`config.mk`:
```
export PLATFORM = sky130hd
export DESIGN_NAME = pipeline_ctrl_unit_flat
export DESIGN_NICKNAME = d
export VERILOG_FILES = /design/src/rtl/pipeline_ctrl_pkg.sv /design/src/rtl/pipeline_ctrl_unit_if.sv /design/src/rtl/pipeline_ctrl_unit_perf_cnt.sv /design/src/rtl/pipeline_ctrl_unit.sv /design/src/flat_wrapper.sv
export SDC_FILE = /design/constraint.sdc
export NUM_CORES = 1
export LEC_CHECK = 0
export CAP_MARGIN = 20
export CORE_UTILIZATION = 49
export CTS_BUF_LIST = sky130_fd_sc_hd__clkbuf_4 sky130_fd_sc_hd__clkbuf_8 sky130_fd_sc_hd__clkbuf_16
export DETAILED_ROUTE_END_ITERATION = 7
export PLACE_DENSITY = 0.89
export SETUP_SLACK_MARGIN = 0.5
export SYNTH_ARGS = -nofsm -noshare
export SYNTH_HDL_FRONTEND = slang
export SYNTH_SLANG_ARGS = --single-unit
```
`constraint.sdc`:
```
create_clock -name i_clk -period 4 [get_ports i_clk]
set_input_delay 1 -clock i_clk [delete_from_list [all_inputs] [get_ports i_clk]]
set_output_delay 1 -clock i_clk [all_outputs]
set_load 0.005 [all_outputs]
```
`src/rtl/pipeline_ctrl_pkg.sv`:
```
// pipeline_ctrl_pkg
//   Shared types and constants for the pipeline stall/flush sequencer.
//   - ctrl_state_t : sequencer FSM states
//   - strobe_t     : per-stage stall/flush strobe bundle plus the canned patterns
//                    for each hazard class
//   - load_use_hazard() : Decode-vs-Execute register dependency on a load
package pipeline_ctrl_pkg;

   localparam int REG_W = 5;
   localparam logic [REG_W-1:0] X0 = '0;

   typedef enum logic [1:0] {
      RUN      = 2'd0,
      MEM_WAIT = 2'd1,
      MDU_BUSY = 2'd2
   } ctrl_state_t;

   typedef struct packed {
      logic stall_f;
      logic stall_d;
      logic stall_e;
      logic stall_m;
      logic flush_d;
      logic flush_e;
      logic flush_m;
      logic flush_w;
   } strobe_t;

   // Bit order: {stall_f, stall_d, stall_e, stall_m, flush_d, flush_e, flush_m, flush_w}
   localparam strobe_t STRB_NONE = 8'b0000_0000;
   localparam strobe_t STRB_MEM  = 8'b1111_0001;
   localparam strobe_t STRB_MDU  = 8'b1110_0010;
   localparam strobe_t STRB_BR   = 8'b0000_1100;
   localparam strobe_t STRB_LU   = 8'b1100_0100;

   // x0 is hardwired to zero, so a load targeting it never creates a dependency.
   function automatic logic load_use_hazard(input logic             load_e,
                                            input logic [REG_W-1:0] rd_e,
                                            input logic [REG_W-1:0] rs1_d,
                                            input logic [REG_W-1:0] rs2_d);
      return load_e && (rd_e != X0) && ((rd_e == rs1_d) || (rd_e == rs2_d));
   endfunction

endpackage

```
`src/rtl/pipeline_ctrl_unit_if.sv`:
```
// pipeline_ctrl_unit_if
//   Bundle between the pipeline datapath and the stall/flush sequencer.
//   Names are from the sequencer's point of view: i_* flow into it, o_* out of it.
//   modport master : pipeline side (drives hazard inputs, consumes strobes)
//   modport slave  : sequencer side
//   Inputs : i_rs1_d, i_rs2_d, i_rd_e, i_load_e, i_pcsrc_e, i_mdu_start_e,
//            i_mdu_done, i_mem_req_m, i_mem_ready
//   Outputs: o_stall_{f,d,e,m}, o_flush_{d,e,m,w}, o_mdu_abort, o_mdu_err,
//            o_stall_cnt, o_flush_cnt
interface pipeline_ctrl_unit_if #(
   parameter int CNT_W = 32
);
   import pipeline_ctrl_pkg::*;

   logic [REG_W-1:0] i_rs1_d;
   logic [REG_W-1:0] i_rs2_d;
   logic [REG_W-1:0] i_rd_e;
   logic             i_load_e;
   logic             i_pcsrc_e;
   logic             i_mdu_start_e;
   logic             i_mdu_done;
   logic             i_mem_req_m;
   logic             i_mem_ready;

   logic             o_stall_f;
   logic             o_stall_d;
   logic             o_stall_e;
   logic             o_stall_m;
   logic             o_flush_d;
   logic             o_flush_e;
   logic             o_flush_m;
   logic             o_flush_w;
   logic             o_mdu_abort;
   logic             o_mdu_err;
   logic [CNT_W-1:0] o_stall_cnt;
   logic [CNT_W-1:0] o_flush_cnt;

   modport master (
      output i_rs1_d, i_rs2_d, i_rd_e, i_load_e, i_pcsrc_e,
             i_mdu_start_e, i_mdu_done, i_mem_req_m, i_mem_ready,
      input  o_stall_f, o_stall_d, o_stall_e, o_stall_m,
             o_flush_d, o_flush_e, o_flush_m, o_flush_w,
             o_mdu_abort, o_mdu_err, o_stall_cnt, o_flush_cnt
   );

   modport slave (
      input  i_rs1_d, i_rs2_d, i_rd_e, i_load_e, i_pcsrc_e,
             i_mdu_start_e, i_mdu_done, i_mem_req_m, i_mem_ready,
      output o_stall_f, o_stall_d, o_stall_e, o_stall_m,
             o_flush_d, o_flush_e, o_flush_m, o_flush_w,
             o_mdu_abort, o_mdu_err, o_stall_cnt, o_flush_cnt
   );

endinterface

```
`src/rtl/pipeline_ctrl_unit_perf_cnt.sv`:
```
// perf_cnt
//   Free-running event counter, wraps modulo 2^CNT_W.
//   i_clk   : clock
//   i_rst   : synchronous active-high reset, clears the count
//   i_inc   : count this cycle
//   o_count : current count
module perf_cnt #(
   parameter int CNT_W = 32
) (
   input  logic             i_clk,
   input  logic             i_rst,
   input  logic             i_inc,
   output logic [CNT_W-1:0] o_count
);

   logic [CNT_W-1:0] r_count;

   always_ff @(posedge i_clk) begin
      if (i_rst) begin
         r_count <= '0;
      end else if (i_inc) begin
         r_count <= r_count + {{(CNT_W-1){1'b0}}, 1'b1};
      end
   end

   assign o_count = r_count;

endmodule

```
`src/rtl/pipeline_ctrl_unit.sv`:
```
// pipeline_ctrl_unit
//   Stall/flush sequencer for the 5-stage pipeline. Handles the hazards the
//   forwarding unit cannot: data-memory wait states, multi-cycle MDU ops,
//   taken branches/jumps and load-use dependencies.
//   i_clk : clock
//   i_rst : synchronous active-high reset
//   bus   : pipeline_ctrl_unit_if.slave (hazard inputs, stage strobes,
//           MDU watchdog abort/error, perf counters)
//
//   state    | meaning
//   ---------+-------------------------------------------------------------
//   RUN      | normal issue; hazards resolved by priority mem > MDU > branch > load-use
//   MEM_WAIT | data memory stalled; whole front end held, bubble into WB
//   MDU_BUSY | multi-cycle MDU op held in Execute; watchdog counting
module pipeline_ctrl_unit
   import pipeline_ctrl_pkg::*;
#(
   parameter int MDU_TIMEOUT = 64,
   parameter int CNT_W       = 32
) (
   input  logic                 i_clk,
   input  logic                 i_rst,
   pipeline_ctrl_unit_if.slave  bus
);

   localparam int WDOG_W = $clog2(MDU_TIMEOUT);

   ctrl_state_t       r_state;
   ctrl_state_t       w_state_nxt;
   logic [WDOG_W-1:0] r_wdog;
   logic              r_mdu_abort;
   logic              r_mdu_err;

   strobe_t           w_strb;
   logic              w_mem_stall;
   logic              w_load_use;
   logic              w_mdu_timeout;
   logic              w_br_flush;
   logic [CNT_W-1:0]  w_stall_cnt;
   logic [CNT_W-1:0]  w_flush_cnt;

   always_comb begin
      w_state_nxt   = r_state;
      w_strb        = STRB_NONE;
      w_mdu_timeout = 1'b0;
      w_br_flush    = 1'b0;
      w_mem_stall   = bus.i_mem_req_m & ~bus.i_mem_ready;
      w_load_use    = load_use_hazard(bus.i_load_e, bus.i_rd_e, bus.i_rs1_d, bus.i_rs2_d);

      unique case (r_state)
         RUN: begin
            if (w_mem_stall) begin
               w_strb      = STRB_MEM;
               w_state_nxt = MEM_WAIT;
            end else if (bus.i_mdu_start_e && !bus.i_mdu_done) begin
               w_strb      = STRB_MDU;
               w_state_nxt = MDU_BUSY;
            end else if (bus.i_pcsrc_e) begin
               w_strb      = STRB_BR;
               w_br_flush  = 1'b1;
            end else if (w_load_use) begin
               w_strb      = STRB_LU;
            end
         end

         // The completing cycle issues nothing; Execute is re-evaluated from RUN.
         MEM_WAIT: begin
            if (!bus.i_mem_ready) begin
               w_strb      = STRB_MEM;
            end else begin
               w_state_nxt = RUN;
            end
         end

         // A memory stall still wins on the strobes, but the MDU keeps
         // running underneath, so completion and the watchdog track it regardless.
         MDU_BUSY: begin
            if (w_mem_stall) begin
               w_strb = STRB_MEM;
            end else if (!bus.i_mdu_done) begin
               w_strb = STRB_MDU;
            end

            if (bus.i_mdu_done) begin
               w_state_nxt = RUN;
            end else if (r_wdog == WDOG_W'(MDU_TIMEOUT - 1)) begin
               w_mdu_timeout = 1'b1;
               w_state_nxt   = RUN;
            end
         end

         default: begin
            w_state_nxt = RUN;
         end
      endcase

      if (i_rst) begin
         w_strb     = STRB_NONE;
         w_br_flush = 1'b0;
      end
   end

   // Watchdog restarts at 0 on entry to MDU_BUSY and counts each busy cycle.
   always_ff @(posedge i_clk) begin
      if (i_rst) begin
         r_state     <= RUN;
         r_wdog      <= '0;
         r_mdu_abort <= 1'b0;
         r_mdu_err   <= 1'b0;
      end else begin
         r_state     <= w_state_nxt;
         r_mdu_abort <= w_mdu_timeout;
         if (w_mdu_timeout) begin
            r_mdu_err <= 1'b1;
         end
         if (r_state == MDU_BUSY) begin
            r_wdog <= r_wdog + WDOG_W'(1);
         end else begin
            r_wdog <= '0;
         end
      end
   end

   perf_cnt #(.CNT_W(CNT_W)) u_stall_cnt (
      .i_clk   (i_clk),
      .i_rst   (i_rst),
      .i_inc   (w_strb.stall_f),
      .o_count (w_stall_cnt)
   );

   perf_cnt #(.CNT_W(CNT_W)) u_flush_cnt (
      .i_clk   (i_clk),
      .i_rst   (i_rst),
      .i_inc   (w_br_flush),
      .o_count (w_flush_cnt)
   );

   assign bus.o_stall_f   = w_strb.stall_f;
   assign bus.o_stall_d   = w_strb.stall_d;
   assign bus.o_stall_e   = w_strb.stall_e;
   assign bus.o_stall_m   = w_strb.stall_m;
   assign bus.o_flush_d   = w_strb.flush_d;
   assign bus.o_flush_e   = w_strb.flush_e;
   assign bus.o_flush_m   = w_strb.flush_m;
   assign bus.o_flush_w   = w_strb.flush_w;
   assign bus.o_mdu_abort = r_mdu_abort;
   assign bus.o_mdu_err   = r_mdu_err;
   assign bus.o_stall_cnt = w_stall_cnt;
   assign bus.o_flush_cnt = w_flush_cnt;

endmodule

```
`src/flat_wrapper.sv`:
```
// flat-port wrapper written by rule: the top's interface ports become plain ports
module pipeline_ctrl_unit_flat import pipeline_ctrl_pkg::*;
#(
   parameter int MDU_TIMEOUT = 64,
   parameter int CNT_W       = 32
)
  (i_clk, i_rst, bus_i_rs1_d, bus_i_rs2_d, bus_i_rd_e, bus_i_load_e, bus_i_pcsrc_e, bus_i_mdu_start_e, bus_i_mdu_done, bus_i_mem_req_m, bus_i_mem_ready, bus_o_stall_f, bus_o_stall_d, bus_o_stall_e, bus_o_stall_m, bus_o_flush_d, bus_o_flush_e, bus_o_flush_m, bus_o_flush_w, bus_o_mdu_abort, bus_o_mdu_err, bus_o_stall_cnt, bus_o_flush_cnt);
  pipeline_ctrl_unit_if #(.CNT_W(CNT_W)) bus_i ();
  input  logic i_clk;
  input  logic i_rst;
  input wire logic [$bits(bus_i.i_rs1_d)-1:0] bus_i_rs1_d;
  input wire logic [$bits(bus_i.i_rs2_d)-1:0] bus_i_rs2_d;
  input wire logic [$bits(bus_i.i_rd_e)-1:0] bus_i_rd_e;
  input wire logic [$bits(bus_i.i_load_e)-1:0] bus_i_load_e;
  input wire logic [$bits(bus_i.i_pcsrc_e)-1:0] bus_i_pcsrc_e;
  input wire logic [$bits(bus_i.i_mdu_start_e)-1:0] bus_i_mdu_start_e;
  input wire logic [$bits(bus_i.i_mdu_done)-1:0] bus_i_mdu_done;
  input wire logic [$bits(bus_i.i_mem_req_m)-1:0] bus_i_mem_req_m;
  input wire logic [$bits(bus_i.i_mem_ready)-1:0] bus_i_mem_ready;
  output wire logic [$bits(bus_i.o_stall_f)-1:0] bus_o_stall_f;
  output wire logic [$bits(bus_i.o_stall_d)-1:0] bus_o_stall_d;
  output wire logic [$bits(bus_i.o_stall_e)-1:0] bus_o_stall_e;
  output wire logic [$bits(bus_i.o_stall_m)-1:0] bus_o_stall_m;
  output wire logic [$bits(bus_i.o_flush_d)-1:0] bus_o_flush_d;
  output wire logic [$bits(bus_i.o_flush_e)-1:0] bus_o_flush_e;
  output wire logic [$bits(bus_i.o_flush_m)-1:0] bus_o_flush_m;
  output wire logic [$bits(bus_i.o_flush_w)-1:0] bus_o_flush_w;
  output wire logic [$bits(bus_i.o_mdu_abort)-1:0] bus_o_mdu_abort;
  output wire logic [$bits(bus_i.o_mdu_err)-1:0] bus_o_mdu_err;
  output wire logic [$bits(bus_i.o_stall_cnt)-1:0] bus_o_stall_cnt;
  output wire logic [$bits(bus_i.o_flush_cnt)-1:0] bus_o_flush_cnt;
  assign bus_i.i_rs1_d = bus_i_rs1_d;
  assign bus_i.i_rs2_d = bus_i_rs2_d;
  assign bus_i.i_rd_e = bus_i_rd_e;
  assign bus_i.i_load_e = bus_i_load_e;
  assign bus_i.i_pcsrc_e = bus_i_pcsrc_e;
  assign bus_i.i_mdu_start_e = bus_i_mdu_start_e;
  assign bus_i.i_mdu_done = bus_i_mdu_done;
  assign bus_i.i_mem_req_m = bus_i_mem_req_m;
  assign bus_i.i_mem_ready = bus_i_mem_ready;
  assign bus_o_stall_f = bus_i.o_stall_f;
  assign bus_o_stall_d = bus_i.o_stall_d;
  assign bus_o_stall_e = bus_i.o_stall_e;
  assign bus_o_stall_m = bus_i.o_stall_m;
  assign bus_o_flush_d = bus_i.o_flush_d;
  assign bus_o_flush_e = bus_i.o_flush_e;
  assign bus_o_flush_m = bus_i.o_flush_m;
  assign bus_o_flush_w = bus_i.o_flush_w;
  assign bus_o_mdu_abort = bus_i.o_mdu_abort;
  assign bus_o_mdu_err = bus_i.o_mdu_err;
  assign bus_o_stall_cnt = bus_i.o_stall_cnt;
  assign bus_o_flush_cnt = bus_i.o_flush_cnt;
  pipeline_ctrl_unit #(.MDU_TIMEOUT(MDU_TIMEOUT), .CNT_W(CNT_W)) u_core (.i_clk(i_clk), .i_rst(i_rst), .bus(bus_i));
endmodule
```
# [Yosys cells after proc, flatten, opt, wreduce, memory -nomap -nowiden]
# Index checks and enable logic that the tools add are counted.
[word_totals] inputBits=23 output_inout_bits=74 reg_bits=74 wordCells=52
[classes] n_mux=23 bitwise_logic=3 n_reduce_logical=9 n_addsub=3 n_eq_ne=8
[ops] operator="32-bit by 1-bit adder with 32-bit output, second input constant" count=2
[ops] operator="8-bit 2-to-1 mux" count=8
[ops] operator="8-bit one-hot mux with 3 select lines" count=1
[ops] operator="5-bit == test" count=2
[ops] operator="2-bit 2-to-1 mux" count=5
[ops] operator="1-bit 2-to-1 mux" count=8
[ops] operator="6-bit by 1-bit adder with 6-bit output, second input constant" count=1
[ops] operator="6-bit == test, second input constant" count=1
[ops] operator="2-bit one-hot mux with 3 select lines" count=1
[ops] operator="5-bit nonzero test" count=1
[ops] operator="1-bit logical AND" count=3
[ops] operator="3-bit by 1-bit inequality test with 1-bit output, second input constant" count=1
[ops] operator="3-bit by 2-bit inequality test with 1-bit output, second input constant" count=1
[ops] operator="3-bit AND reduction" count=1
[ops] operator="2-bit by 1-bit == test with 1-bit output, second input constant" count=1
[ops] operator="2-bit == test, second input constant" count=1
[ops] operator="2-bit logical NOT" count=1
[ops] operator="2-bit inequality test, second input constant" count=1
[ops] operator="1-bit NOT" count=2
[ops] operator="2-bit OR reduction" count=1
[ops] operator="1-bit AND" count=1
[ops] operator="1-bit logical NOT" count=1
[ops] operator="1-bit logical OR" count=1

# [Logic depth before layout (Yosys ltp)]
# Gate-level depths: netlist of run 1.
[depth] depth_word=9 mapped_depth=9 depth_no_buf=6

# [By module]
# From an unflattened synthesis of run 1, not the netlist that was laid out.
[hier_totals] hier_cells=435 area_unflattened_um2=3747.3
[modules_own_cells] module="perf_cnt" cells_per_inst=181 seq_area_each_um2=640.6 area_each_um2=1564.0 n_inst=2
[modules_own_cells] module="pipeline_ctrl_unit" cells_per_inst=73 seq_area_each_um2=200.2 area_each_um2=619.3 n_inst=1

# [Worst setup path after synthesis of run 1]
# OpenSTA, ideal clock, no wires.
[synth_path] kind="in2out" start="input port bus_i_rd_e[0]" end="output port bus_o_stall_f" arrival_time_ns=2.441 required_time_ns=3.000 path_buffers=3 setup_slack_ns=0.559 stages=7 cell_sequence="or4_1 -> o21a_1 -> a31oi_4 -> buf_6 -> buf_6 -> inv_1 -> buf_4"
[synth_between] elab_chain_len=9 word_cells_on_any_way=12 cone_classes="eq/ne: 2; mux: 6; reduce/logical: 4"
[synth_lines] element="start: declaration" line="flat_wrapper.sv:13" rtl="input wire logic [$bits(bus_i.i_rd_e)-1:0] bus_i_rd_e;"
[synth_lines] element="5-bit == test or 5-bit nonzero test (tied branches)" line="pipeline_ctrl_pkg.sv:41" rtl="return load_e && (rd_e != X0) && ((rd_e == rs1_d) || (rd_e == rs2_d));"
[synth_lines] element="1-bit logical OR or 1-bit logical AND (tied branches)" line="pipeline_ctrl_pkg.sv:41"
[synth_lines] element="1-bit logical AND (*)" line="pipeline_ctrl_pkg.sv:41"
[synth_lines] element="8-bit 2-to-1 mux (*)" line="pipeline_ctrl_unit.sv:61" rtl="end else if (w_load_use) begin"
[synth_lines] element="8-bit 2-to-1 mux (*)" line="pipeline_ctrl_unit.sv:58" rtl="end else if (bus.i_pcsrc_e) begin"
[synth_lines] element="8-bit 2-to-1 mux (*)" line="pipeline_ctrl_unit.sv:55" rtl="end else if (bus.i_mdu_start_e && !bus.i_mdu_done) begin"
[synth_lines] element="8-bit 2-to-1 mux (*)" line="pipeline_ctrl_unit.sv:52" rtl="if (w_mem_stall) begin"
[synth_lines] element="8-bit one-hot mux with 3 select lines (*)" line="pipeline_ctrl_unit.sv:50" rtl="unique case (r_state)"
[synth_lines] element="8-bit 2-to-1 mux (*)" line="pipeline_ctrl_unit.sv:97" rtl="if (i_rst) begin"
[synth_lines] element="end: declaration" line="flat_wrapper.sv:20" rtl="output wire logic [$bits(bus_i.o_stall_f)-1:0] bus_o_stall_f;"
# Every way passes the cells marked *; elsewhere a longest branch is shown, timed or not.

# [Final worst setup path of run 1]
[layout_path] start="input port bus_i_rd_e[0]" end="output port bus_o_flush_e"
[layout_between] elab_chain_len=9 word_cells_on_any_way=12 cone_classes="eq/ne: 2; mux: 6; reduce/logical: 4"
[layout_lines] element="5-bit == test or 5-bit nonzero test (tied branches)" line="pipeline_ctrl_pkg.sv:41"
[layout_lines] element="1-bit logical OR or 1-bit logical AND (tied branches)" line="pipeline_ctrl_pkg.sv:41"
[layout_lines] element="1-bit logical AND (*)" line="pipeline_ctrl_pkg.sv:41"
[layout_lines] element="8-bit 2-to-1 mux (*)" line="pipeline_ctrl_unit.sv:61"
[layout_lines] element="8-bit 2-to-1 mux (*)" line="pipeline_ctrl_unit.sv:58"
[layout_lines] element="8-bit 2-to-1 mux (*)" line="pipeline_ctrl_unit.sv:55"
[layout_lines] element="8-bit 2-to-1 mux (*)" line="pipeline_ctrl_unit.sv:52"
[layout_lines] element="8-bit one-hot mux with 3 select lines (*)" line="pipeline_ctrl_unit.sv:50"
[layout_lines] element="8-bit 2-to-1 mux (*)" line="pipeline_ctrl_unit.sv:97"
[layout_lines] element="end: declaration" line="flat_wrapper.sv:25" rtl="output wire logic [$bits(bus_i.o_flush_e)-1:0] bus_o_flush_e;"
# Marks and branches as above.

==> results of run 1 <==
flip-flops by register name, indices dropped and copies added (netlist names):
signal	cells
u_core.bus.o_mdu_abort	1
u_core.bus.o_mdu_err	1
u_core.r_state	2
u_core.r_wdog	6
u_core.u_flush_cnt.o_count	32
u_core.u_stall_cnt.o_count	32
final cells by class:
type | count | area share, %
Sequential cell | 74 | 29.7
Inverter | 8 | 0.601
Tap cell | 99 | 2.48
Timing Repair Buffer | 112 | 21.0
Multi-Input combinational cell | 330 | 42.2
Clock inverter | 5 | 1.05
Clock buffer | 11 | 3.03
where the power goes:
part	switching, mW	total (mW)	internal [mW]
Clock	0.272	0.591	0.319
Combinational	0.0666	0.136	0.0696
Sequential	0.0116	0.754	0.742
logic make-up (layout without fill, tap and decap cells):
group / after synthesis / in the layout / share of synthesized area, %
AOI/OAI and AO/OA: 73 / 73 / 12.6
xor gates and xnor gates: 41 / 41 / 9.57
adders and majority gates: 3 / 3 / 1.00
buffers and inverters: 31 / 136 / 4.94
DFF: 74 / 74 / 39.5
muxes: 5 / 5 / 1.37
and+or+nand+nor: 208 / 208 / 31.0
path summary, 6_finish.rpt:
path	start	endpoint	slack (ns)	cells past startpoint
hold reg to reg	u_core.bus.o_mdu_err$_SDFFE_PP0P_	u_core.bus.o_mdu_err$_SDFFE_PP0P_	0.46	1
hold / removal	u_core.bus.o_mdu_err$_SDFFE_PP0P_	u_core.bus.o_mdu_err$_SDFFE_PP0P_	0.46	1
setup reg to reg	u_core.r_state[0]$_SDFFE_PP0P_	u_core.u_stall_cnt.o_count[21]$_SDFFE_PP0P_	1.59	9
setup / recovery	bus_i_rd_e[0]	bus_o_flush_e	0.52	8
critical path: stages:
cell and delay, ns:
clkdlybuf4s15_1 0.19, or4_1 0.53, o21a_2 0.23, buf_4 0.13, buf_4 0.12, a21oi_2 0.11
nor2b_1 0.05, buf_2 0.12
routing by layer:
metal / vias up / track usage, % / routed length, um
li1: 1744 / - / -
met1: 1712 / 29.1 / 4000
met2: 104 / 43.6 / 4870
met3: 13 / 4.34 / 456
met4: 0 / 10.2 / 121
met5: - / 0 / 0
through the flow:
stage / hold slack [ns] / utilization [%] / setup slack (ns) / cells
2_1_floorplan: 0.430 / - / 0.559 / 435
3_3_place_gp: 0.439 / 64.6 / 0.116 / 615
3_5_place_dp: 0.446 / 64.6 / 0.0622 / 615
4_1_cts: 0.466 / 68.0 / 0.474 / 638
5_1_grt: 0.483 / 68.1 / 0.496 / 639
6_report: 0.465 / 68.1 / 0.522 / 639
cells in the mapped netlist (10+ instances only):
| cell | number | area share [%] |
|---|---|---|
| or3_1 | 25 | 4.2 |
| nand2_1 | 25 | 2.5 |
| xnor2_1 | 23 | 5.4 |
| clkbuf_1 | 10 | 1.0 |
| o21ai_0 | 22 | 2.9 |
| dfxtp_1 | 74 | 39 |
| nand4_1 | 13 | 2.2 |
| xor2_1 | 18 | 4.2 |
| and3_1 | 14 | 2.3 |
| a21oi_1 | 30 | 4.0 |
| nor2_1 | 44 | 4.4 |
| nor3_1 | 14 | 1.9 |
| nand3_1 | 34 | 4.5 |
what timing repair did:
item,4_1_cts,5_1_grt
buffers inserted,7,1
endpoints found under the hold margin,0,0
endpoints found under the setup margin,5,4
gates resized for setup,24,6
pin swaps,5,4
==> results by group, run 1 <==
Timing
  • Max transition margin: 67.4%
  • Final setup violation count: 0
  • RSZ-0062 raised after global routing: true
  • Final Max Tran Viols: 0
  • Fin crit period: 3.48 ns
  • Clock Skews: 0.0127 ns
  • Final hold vios: 0
  • Least-Margin Pin Slew: slightly below 0.5 ns
  • Share of the clock period used by the worst path: 87.0%
  • Max Freq: around 0.29 GHz
  • Final setup TNS: 0 ns

Synth
  • Post-synthesis cell type count: between 40 and 50
  • Ys flop type: dfxtp_1
  • #FFs+latches synth: 74
  • Syn nets: 461
  • Count of flip-flops with a built-in enable after synthesis: 0
  • Sequential share of the synthesized area: 39.5%
  • Cells after Synth: 435
  • Synthesized area: 3750 um2
  • Synth async-reset ratio: 0%
  • Syn Area/Cell: 8.62 um2
  • YS warnings: 0

Cells and area
  • Sequential cell area: roughly 1500 um2
  • Filler Cell Count: 585
  • Most common cell after layout, fill and taps aside: clkdlybuf4s50_1
  • Ant diodes: 0
  • Multi-input gate area in the final layout: roughly 2100 um2
  • Post-route cell area: 4990 um2
  • Final net count: ~560
  • Share of cells above drive strength 1: 11.5%
  • P&R area growth vs syn: 33.2%
  • Most frequent cells in the layout: clkdlybuf4s50_1, dfxtp_1, nor2_1, nand3_1, a21oi_1

Die
  • Initial Utilization: approximately half
  • Die height: about 89 um
  • Core Area: roughly 7300 um2
  • Die Wd: roughly 89 um
  • Std cell rows: 31
  • Die area: 8010 um2
  • # IOs: 97

Clock tree
  • Clock slew at reported path FFs: ~0.080 ns
  • CTS root buf: clkbuf_8
  • Clock sink total: 74
  • Num CTS Buffers: 9
  • H-tree Lvls: 3
  • CTS Hold Buffers Added: 0
  • CTS tree: yes
  • Longest Clk Path Bufs: 2
  • Skew-Pair Late Insertion Delay: 0.34 ns

Place
  • Post-DP HPWL: 6510 um
  • Port Buffer Count: 96
  • DP Area: between 4000 and 5000 um2
  • GP Congestion: 0.850

Power
  • Leakage power: 1.81 nW
  • Total power: roughly 1.5 mW
  • VDD IR max: 0.176 mV
  • Pwr per Cell Area: 297 nW/um2

Global route
  • Global-route wire length before repair: 15200 um
  • Antenna violations before repair: 0
  • Vias in the first global route: 3307
  • Largest net degree at the start of global routing: 34
  • GR Overflow Total: 0
  • Global Route Usage Sum: 24.5%

Worst setup path
  • CP startpoint kind: input pin
  • CP Capture Type: output port
  • CP required: 3.00 ns
  • Worst Path Arrival: 2.48 ns
  • Crit path max fanout: 2
  • Kind of critical path: in -> out

Route
  • Starting DRT DRC Count: 160
  • Drt first pass iters: 4
  • Vias: 3573
  • Avg Vias per Cell: 5.59
  • DR DRC count: 0
  • Drt total wl: 9450 um
  • Avg WL per Cell: around 15 um
  • Post-DRT Antenna Nets: 0

Outcome
  • Status: complete, no violations

Flow run
  • Max Cap Violations: 0

Min path
  • Worst hold path type: reg -> reg
Power figures use the tool's default switching activity.
==> run 2, diff against run 1 <==
--- a/config.mk
+++ b/config.mk
@@ -8,9 +8,11 @@
 export CAP_MARGIN = 20
 export CORE_UTILIZATION = 49
 export CTS_BUF_LIST = sky130_fd_sc_hd__clkbuf_4 sky130_fd_sc_hd__clkbuf_8 sky130_fd_sc_hd__clkbuf_16
+export CTS_CLUSTER_SIZE = 30
 export DETAILED_ROUTE_END_ITERATION = 7
 export PLACE_DENSITY = 0.89
 export SETUP_SLACK_MARGIN = 0.5
+export SLEW_MARGIN = 20
 export SYNTH_ARGS = -nofsm -noshare
 export SYNTH_HDL_FRONTEND = slang
 export SYNTH_SLANG_ARGS = --single-unit
==> results of run 2 <==
Final layout, timing and power as in run 1 (identical DEF).
==> run 3, diff against run 2 <==
--- a/config.mk
+++ b/config.mk
@@ -6,11 +6,11 @@
 export NUM_CORES = 1
 export LEC_CHECK = 0
 export CAP_MARGIN = 20
-export CORE_UTILIZATION = 49
+export CORE_UTILIZATION = 44
 export CTS_BUF_LIST = sky130_fd_sc_hd__clkbuf_4 sky130_fd_sc_hd__clkbuf_8 sky130_fd_sc_hd__clkbuf_16
 export CTS_CLUSTER_SIZE = 30
 export DETAILED_ROUTE_END_ITERATION = 7
-export PLACE_DENSITY = 0.89
+export PLACE_DENSITY = 0.85
 export SETUP_SLACK_MARGIN = 0.5
 export SLEW_MARGIN = 20
 export SYNTH_ARGS = -nofsm -noshare
==> constraint.sdc (replaced) <==
create_clock -name i_clk -period 2.9 [get_ports i_clk]
set_input_delay 0.725 -clock i_clk [delete_from_list [all_inputs] [get_ports i_clk]]
set_output_delay 0.725 -clock i_clk [all_outputs]
set_load 0.005 [all_outputs]
==> run 3 against run 2 <==
Combinational power increased by 65%. Register-to-register slack got worse by 0.89 ns. Critical path depth decreased by 1. Non-clock buffer count increased by 16. Critical path type unchanged. Critical endpoint unchanged.
==> results by group, run 3 (same netlist as run 1, synthesis figures left out) <==
Outcome
  • Status: complete, no violations

Timing
  • Final setup TNS: 0 ns (unchanged)
  • Final hold vios: 0 (unchanged)
  • RSZ-0062 raised after global routing: true
  • Max Freq: 0.371 GHz
  • Fin crit period: 2.69 ns
  • Share of the clock period used by the worst path: 92.9%
  • Clock Skews: 0.0121 ns (-0.000686 ns)
  • Max transition margin: 72.4% (+5.0 points)
  • Final Max Tran Viols: 0 (unchanged)
  • Least-Margin Pin Slew: 0.411 ns (-0.0744 ns)
  • Final setup violation count: 0 (unchanged)

Cells and area
  • Most frequent cells in the layout: dfxtp_1, clkdlybuf4s50_1, nor2_1, nand3_1, a21oi_1
  • Most common cell after layout, fill and taps aside: dfxtp_1
  • Filler Cell Count: 683 (+17%)
  • Share of cells above drive strength 1: 17.8% (+6.3 points)
  • Fin cells: 661 (+3.4%)
  • Final net count: 577 (+2.9%)
  • Ant diodes: 0 (unchanged)
  • Finished Core Util: 63.4% (-4.8 points)
  • P&R area growth vs syn: 38.8%

Clock tree
  • Skew-Pair Late Insertion Delay: 0.36 ns (+0.02 ns)
  • CTS Hold Buffers Added: 0 (unchanged)
  • Num CTS Buffers: 9 (unchanged)
  • Longest Clk Path Bufs: 2 (unchanged)
  • Clock sink total: 74 (unchanged)
  • Clock slew at reported path FFs: 0.08 ns (about the same)
  • H-tree Lvls: 3 (unchanged)
  • CTS tree: yes
  • CTS root buf: clkbuf_8

Die
  • Die height: 94.3 um (+5.4%)
  • # IOs: 97 (unchanged)
  • Std cell rows: 33 (+6.5%)
  • Die Wd: 94.3 um (+5.4%)
  • Core Area: 8220 um2 (+12%)
  • Initial Utilization: 45.7% (-5.5 points)
  • Die area: 8900 um2 (+11%)

Power
  • Pwr per Cell Area: 402 nW/um2 (+36%)
  • Clock network fraction of total power: 39.9% (about the same)
  • Seq pwr share: 49.4% (-1.5 points)
  • Leakage power: 1.98 nW (+9.0%)
  • Gate power share: 10.7% (+1.5 points)
  • Switching pwr: 537 uW (+53%)
  • VDD IR max: 0.276 mV (+57%)
  • Switching Share: 25.6% (+2.0 points)
  • Total power: 2.10 mW (+41%)
  • P_int: 1.56 mW (+38%)

Place
  • Post-DP HPWL: 6930 um (+6.5%)
  • GP Congestion: 0.863 (+1.6%)
  • Placed cells: 637 (+3.6%)
  • Port Buffer Count: 96 (unchanged)

Global route
  • Global-route wire length before repair: 16200 um (+6.1%)
  • Largest net degree at the start of global routing: 34 (unchanged)
  • Antenna violations before repair: 0 (unchanged)
  • Global Route Usage Sum: 23.3% (-1.2 points)
  • GR Overflow Total: 0 (unchanged)
  • Vias in the first global route: 3478 (+5.2%)

Route
  • Drt total wl: 10000 um (+6.1%)
  • Vias: 3668 (+2.7%)
  • Starting DRT DRC Count: 122 (-24%)
  • Drt first pass iters: 4 (unchanged)
  • DR DRC count: 0 (unchanged)
  • Avg Vias per Cell: 5.55 (-0.76%)
  • Post-DRT Antenna Nets: 0 (unchanged)
  • Avg WL per Cell: 15.2 um (+2.6%)

Flow run
  • Max Cap Violations: 0 (unchanged)

Worst setup path
  • CP Capture Type: output port
  • Crit path max fanout: 2 (unchanged)
  • RR Startpoint: u_core.u_stall_cnt.o_count[3]$_SDFFE_PP0P_
  • Worst Path Arrival: 1.97 ns (-0.51 ns)
  • Crit path from: bus_i_rd_e[2]
  • CP startpoint kind: input pin
  • CP required: 2.17 ns (-0.83 ns)
  • Kind of critical path: in -> out

Min path
  • Worst hold path type: reg -> reg
  • Hold wc startpoint: u_core.bus.o_mdu_err$_SDFFE_PP0P_
[run 3: through the flow]
stage | area (um2) | hold slack (ns) | worst slack (ns)
2_1_floorplan | 3760 | 0.430 | 0.0518
3_3_place_gp | 4890 | 0.436 | -0.414
3_5_place_dp | 4890 | 0.444 | -0.521
4_1_cts | 5200 | 0.466 | 0.202
5_1_grt | 5210 | 0.486 | 0.169
6_report | 5210 | 0.466 | 0.206
[run 3: worst max-delay path, stage by stage]
cell and delay (ns):
buf_6 0.09, or4_4 0.53, o21a_4 0.23, buf_6 0.12, a21oi_2 0.10, nor2b_1 0.05, buf_2 0.13
[run 3: power groups by stage]
| stage | sequential [mW] | combinational [mW] | clock, mW |
|---|---|---|---|
| floorplan | 1.06 | 0.108 | 0 |
| global placement | 1.06 | 0.186 | 0 |
| detailed placement | 1.06 | 0.195 | 0 |
| CTS | 1.04 | 0.216 | 0.852 |
| global route | 1.04 | 0.239 | 0.895 |
| finish | 1.04 | 0.224 | 0.836 |
[run 3: final cells by class]
type                            count  area, um2  share of cell area, %
Inverter                            8       32.5                  0.625
Sequential cell                    74       1490                   28.6
Clock buffer                       10        138                   2.64
Timing Repair Buffer              128       1180                   22.6
Tap cell                          105        131                   2.52
Clock inverter                      6       65.1                   1.25
Multi-Input combinational cell    330       2180                   41.8
[run 3: final timing paths]
| check | to | slack, ns | cells after the start |
|---|---|---|---|
| worst max-delay path | bus_o_flush_e | 0.21 | 7 |
| worst min register to register | u_core.bus.o_mdu_err$_SDFFE_PP0P_ | 0.47 | 1 |
| worst max register to register | u_core.u_stall_cnt.o_count[31]$_SDFFE_PP0P_ | 0.70 | 6 |
| worst min-delay path | u_core.bus.o_mdu_err$_SDFFE_PP0P_ | 0.47 | 1 |
[run 3: metal layers]
metal / global-route usage, % / up-vias / share of wire (%)
met1: 27.5 / 1746 / 41
met4: 9.36 / 0 / 2.0
met2: 41.5 / 120 / 51
li1: - / 1782 / -
met5: 0 / - / 0
met3: 4.11 / 20 / 5.9
[run 3: timing repair]
action	CTS	global route
gates resized for setup	87	7
pin swaps	21	4
setup endpoints to repair	40	7
buffers inserted	8	0
